<file path="src/rtl/id_ex_stage.sv">
// id_ex_stage: ID/EX pipeline register with load-use and multi-cycle multiply hazard control
//
// Ports
//   Clock, Reset_n        rising-edge clock, asynchronous active-low reset
//   ID_WriteEnable        a valid instruction is present in ID
//   ID_Flush              kill the instruction currently in ID
//   ID_* (controls/data)  decoded control word, operands and register specifiers from decode
//   EX_* (controls/data)  registered copies of the ID_* control word and operands
//   EX_Valid              EX holds a real instruction rather than a bubble
//   EX_Advance            EX contents are final this cycle; the EX/MEM register must latch them
//   Stall                 hold PC and IF/ID this cycle (combinational)
module id_ex_stage #(
   parameter int MUL_CYCLES = 4,
   parameter int CNT_W      = 3
) (
   input  logic        Clock,
   input  logic        Reset_n,
   input  logic        ID_WriteEnable,
   input  logic        ID_Flush,
   input  logic        ID_RegWrite,
   input  logic        ID_AluSrc,
   input  logic        ID_MemWrite,
   input  logic        ID_MemRead,
   input  logic        ID_Branch,
   input  logic        ID_Jump,
   input  logic        ID_SignExt,
   input  logic [1:0]  ID_RegDest,
   input  logic [1:0]  ID_MemToReg,
   input  logic [1:0]  ID_ByteSel,
   input  logic [4:0]  ID_AluOp,
   input  logic [31:0] ID_ReadData1,
   input  logic [31:0] ID_ReadData2,
   input  logic [31:0] ID_Imm,
   input  logic [31:0] ID_PCPlus4,
   input  logic [4:0]  ID_Rs,
   input  logic [4:0]  ID_Rt,
   input  logic [4:0]  ID_Rd,
   output logic        EX_RegWrite,
   output logic        EX_AluSrc,
   output logic        EX_MemWrite,
   output logic        EX_MemRead,
   output logic        EX_Branch,
   output logic        EX_Jump,
   output logic        EX_SignExt,
   output logic [1:0]  EX_RegDest,
   output logic [1:0]  EX_MemToReg,
   output logic [1:0]  EX_ByteSel,
   output logic [4:0]  EX_AluOp,
   output logic [31:0] EX_ReadData1,
   output logic [31:0] EX_ReadData2,
   output logic [31:0] EX_Imm,
   output logic [31:0] EX_PCPlus4,
   output logic [4:0]  EX_Rs,
   output logic [4:0]  EX_Rt,
   output logic [4:0]  EX_Rd,
   output logic        EX_Valid,
   output logic        EX_Advance,
   output logic        Stall
);
   localparam int         W      = 161;
   localparam logic [4:0] MUL_OP = 5'b01100;

   typedef enum logic {RUN, MUL} state_t;

   state_t           r_state;
   logic [CNT_W-1:0] r_count;
   logic [W-1:0]     r_ex;
   logic             r_valid;
   logic [W-1:0]     w_id;
   logic             w_load_use;
   logic             w_final;
   logic             w_load;
   logic             w_mul;

   // The whole control word travels as one vector so bubble and load are single assignments.
   assign w_id = {ID_RegWrite, ID_AluSrc, ID_MemWrite, ID_MemRead, ID_Branch, ID_Jump, ID_SignExt,
                  ID_RegDest, ID_MemToReg, ID_ByteSel, ID_AluOp,
                  ID_ReadData1, ID_ReadData2, ID_Imm, ID_PCPlus4, ID_Rs, ID_Rt, ID_Rd};

   assign {EX_RegWrite, EX_AluSrc, EX_MemWrite, EX_MemRead, EX_Branch, EX_Jump, EX_SignExt,
           EX_RegDest, EX_MemToReg, EX_ByteSel, EX_AluOp,
           EX_ReadData1, EX_ReadData2, EX_Imm, EX_PCPlus4, EX_Rs, EX_Rt, EX_Rd} = r_ex;

   assign EX_Valid = r_valid;

   // A multiply sitting in EX is never a load, so the hazard is only looked for in RUN.
   assign w_load_use = (r_state == RUN) && r_valid && EX_MemRead && (EX_Rt != 5'd0) &&
                       ID_WriteEnable && ((EX_Rt == ID_Rs) || (EX_Rt == ID_Rt));

   // EX accepts new contents in RUN and on the last cycle of a multiply.
   assign w_final = (r_state == RUN) || (r_count == CNT_W'(1));
   assign w_load  = ID_WriteEnable && !ID_Flush && !w_load_use;
   assign w_mul   = w_load && (ID_AluOp == MUL_OP) && (MUL_CYCLES > 1);

   assign Stall      = (r_state == MUL) ? (r_count > CNT_W'(1)) : w_load_use;
   assign EX_Advance = (r_state == MUL) ? (r_count == CNT_W'(1)) : r_valid;

   always_ff @(posedge Clock or negedge Reset_n) begin
      if (!Reset_n) begin
         r_state <= RUN;
         r_count <= '0;
         r_ex    <= '0;
         r_valid <= 1'b0;
      end else if (w_final) begin
         r_ex    <= w_load ? w_id : '0;
         r_valid <= w_load;
         r_state <= w_mul ? MUL : RUN;
         r_count <= w_mul ? CNT_W'(MUL_CYCLES) : '0;
      end else begin
         r_count <= r_count - CNT_W'(1);
      end
   end
endmodule

</file>
<file path="config.mk">
export PLATFORM = sky130hd
export DESIGN_NAME = id_ex_stage
export DESIGN_NICKNAME = d
export VERILOG_FILES = /design/src/rtl/id_ex_stage.sv
export SDC_FILE = /design/constraint.sdc
export NUM_CORES = 1
export LEC_CHECK = 0
export BUFFER_PORTS_ARGS = -buffer_cell sky130_fd_sc_hd__buf_2
export CORE_AREA = 2 2 129 131
export CTS_CLUSTER_DIAMETER = 30
export DETAILED_ROUTE_END_ITERATION = 8
export DIE_AREA = 0 0 131 133
export GPL_TIMING_DRIVEN = 0
export PLACE_DENSITY_LB_ADDON = 0.08
export SETUP_SLACK_MARGIN = 0.4
export SYNTH_ARGS = -nofsm -noshare
export SYNTH_HDL_FRONTEND = slang
export SYNTH_SLANG_ARGS = --single-unit
</file>
<file path="constraint.sdc">
create_clock -name Clock -period 3.8 [get_ports Clock]
set_clock_uncertainty 0.2 [all_clocks]
set_input_delay 0.38 -clock Clock [delete_from_list [all_inputs] [get_ports Clock]]
set_output_delay 0.38 -clock Clock [all_outputs]
set_load 0.01 [all_outputs]
</file>
==> summary.md <==
| Metric | Value |
|---|---|
| Global-route wire length before repair | 39,200 um |
| Synthesized cell area | 0.00771 sq mm |
| Syn Inst Count | 782 |
| Part of the Yosys area used for sequential elements | 0.538 |
| Grt ovf | 0 |
| Leak Pwr | 4.99 nW |
| Yosys cell types | 30 |
| Peak VDD IR | 0.340 mV |
| Drt total wl | 25,400 um |
| F_max | 351 MHz |
| Clk slew on worst S/H paths | 60 ps |
| Vias in the first global route | 7,706 |
| Critical path type | reg2out |
| Worst Path Max Fanout | 10 |
| Die Ht | 133 um |
| RD Place Congestion | 0.849 |
| RSZ-0062 raised after global routing | no |
| Vias per inst | 5.75 |
| Arr. time, crit path | 2270 ps |
| Pre-antenna DRT Iters | 5 |
| IO Pins | 329 |
| Final #Nets | 1,341 |
| Worst Setup EP | Stall |
| Synthesis-to-finish area growth | 39.3% |
| Synthesized net count | 949 |
| Worst r2r path cells | 8 |
| Total of max-cap violations | 0 |
| Rows | 47 |
| Final setup vio count | 0 |
| Die ar. | 0.0174 sq mm |
| Remaining antenna violation count | 0 |
| Multi-input gate area | 0.00312 sq mm |
| Clock buffer depth | 2 |
| CP endpoint kind | primary output |
| Hpwl dp | 17,700 um |
| Global-route usage over all layers | 0.283 |
| Starting density of the core | 0.477 |
| Worst R2R Start | r_count[1] |
| Worst slew margin | 0.476 |
| # port buffers | 328 |
| Register area | 0.00415 sq mm |
| Critical Path Start | r_ex[8] |
| Vias | 8,110 |
| Share of post-route cells with drive strength above 1 | 0.330 |
| H-tree levels | 4 |
| DR WL/cell | 18.0 um |
| #FFs+latches synth | 166 |
| CTS tree | done |
| Layout fillers | 1,360 |
| Final-report max-slew violation count | 0 |
| CTS buffer count | 17 |
| Pwr Total | 6.74 mW |
| R2r endpoint | r_ex[109] |
| Placeable Area | 0.0162 sq mm |
| Synth warn | 0 |
| Hold/Removal Path Class | in2reg |
| Flop-to-flop setup slack | 1350 ps |
| Power per cell area | 627 mW/mm^2 |
| Skew-Pair Late Insertion Delay | 420 ps |
| Inst Count DP | 1,331 |
| Initial antenna violation count | 3 |
| CP required | 3220 ps |
| Root Buffer | clkbuf_16 |
| Mean Syn Cell Area | 9.87 sq um |
| Crit start category | flop |
| Die X | 131 um |
| Finished Layout Cells | 1,410 |
| # DRC | 0 |
| Min Clock Period, post-route | 2850 ps |
| 1st-iter DRT viols | 486 |
| Largest net degree at the start of global routing | 107 |
| Fin crit share | 0.750 |
| Final hold viol count | 0 |
| Worst Max-Slew Pin Slew | 779 ps |
| Outcome | complete, no violations |
| Clock sink count | 166 |
| Post-CTS setup buffers | 0 |
-- routing by layer --
metal / global-route usage / share of wire / vias up
met2: 0.443 / 0.47 / 368
li1: - / - / 3769
met1: 0.380 / 0.42 / 3912
met5: 0 / 0 / -
met3: 0.0594 / 0.072 / 61
met4: 0.122 / 0.032 / 0
-- Yosys cell counts, drive strengths merged --
| master | instances | share of area |
|---|---|---|
| nor4 | 1 | 0.00081 |
| and2 | 1 | 0.00081 |
| a21o | 1 | 0.00097 |
| xnor2 | 10 | 0.011 |
| nor2 | 4 | 0.0019 |
| a22o | 1 | 0.0011 |
| and4b | 1 | 0.0013 |
| or4 | 1 | 0.00097 |
| o22a | 1 | 0.0011 |
| nand3 | 2 | 0.0013 |
| inv | 2 | 0.00097 |
| o21ai | 164 | 0.11 |
| ha | 2 | 0.0032 |
| xor2 | 1 | 0.0011 |
| buf | 22 | 0.023 |
| nand2b | 2 | 0.0016 |
| a31oi | 1 | 0.00081 |
| nand2 | 166 | 0.081 |
| nor3 | 1 | 0.00065 |
| a21oi | 1 | 0.0011 |
| o22ai | 2 | 0.0024 |
| a32oi | 162 | 0.18 |
| dfrtp | 166 | 0.54 |
| clkbuf | 67 | 0.034 |
-- repair_timing --
action                                  in CTS  in global routing
hold buffers                                44                  0
endpoints found under the setup margin       0                  0
endpoints found under the hold margin      103                  0
gates resized for setup                      0                  0
-- where the power goes --
| part | switching (mW) | internal (mW) |
|---|---|---|
| logic | 1.46 | 0.883 |
| registers | 0.296 | 2.25 |
| clock network | 0.720 | 1.14 |
| total | 2.47 | 4.27 |
-- worst max-delay path: stages (launching register included) --
cell and delay (ps):
dfrtp_1 440, or4_1 580, o21ai_2 190, buf_4 240, buf_6 170, o22ai_1 80
buf_2 160
-- through the flow --
step                      TNS [ps]  hold WS [ps]  cell area (sq um)  utilization  worst slack, ps
after floorplan                  0          -116               7710            -             1660
after detailed placement         0           141               9670        0.598             1320
after global placement      -95290           266               9630        0.596             -584
after CTS                        0        0.0302              10700        0.664              922
after global routing             0          1.57              10800        0.665              841
final                            0          1.63              10800        0.665              949
-- flip-flops by register name (all words and copies together), names as in the netlist --
name	count
EX_Valid	1
r_count	3
r_ex	161
r_state	1
-- worst min path at each step --
stage | startpoint | to | depth (start not counted)
after global routing | ID_Imm[29] | r_ex[76] | 3
after detailed placement | Reset_n | r_ex[24] | 1
final | ID_ReadData2[1] | r_ex[80] | 3
after global placement | r_ex[118] | r_ex[118] | 2
after CTS | ID_ReadData2[26] | r_ex[105] | 3
after floorplan | Reset_n | EX_Valid | 0
-- cell families after synthesis --
group                      Yosys count  share of synthesized area
buffers and inverters               91                     0.0572
DFF                                166                      0.538
and+or+nand+nor                    179                     0.0902
adders and majority gates            2                    0.00324
xor gates and xnor gates            11                     0.0125
AOI/OAI and AO/OA                  333                      0.298
-- placed cells by master, fill, tap and decap left out, types with 4 or more instances in the layout --
master | Yosys | routed
nand2_1 | 166 | 166
clkbuf_2 | 7 | 7
xnor2_1 | 10 | 10
clkbuf_16 | 0 | 17
buf_2 | 4 | 331
buf_4 | 13 | 13
o21ai_1 | 32 | 32
nor2_1 | 4 | 4
clkbuf_1 | 60 | 61
o21ai_0 | 131 | 131
a32oi_1 | 162 | 162
bufinv_16 | 0 | 4
dlygate4sd3_1 | 0 | 44
buf_6 | 5 | 5
dfrtp_1 | 166 | 166
-- area by class of cell --
cell class | count | share of cell area
clock inverter | 12 | 0.0164
timing repair buffer | 373 | 0.197
antenna | 3 | 0.000698
clock buffer | 20 | 0.0425
inverter | 2 | 0.000698
tap | 220 | 0.0256
buffer | 89 | 0.0404
sequential | 166 | 0.386
multi-input combinational | 525 | 0.290
No activity file was read; power rests on OpenSTA's default activity.
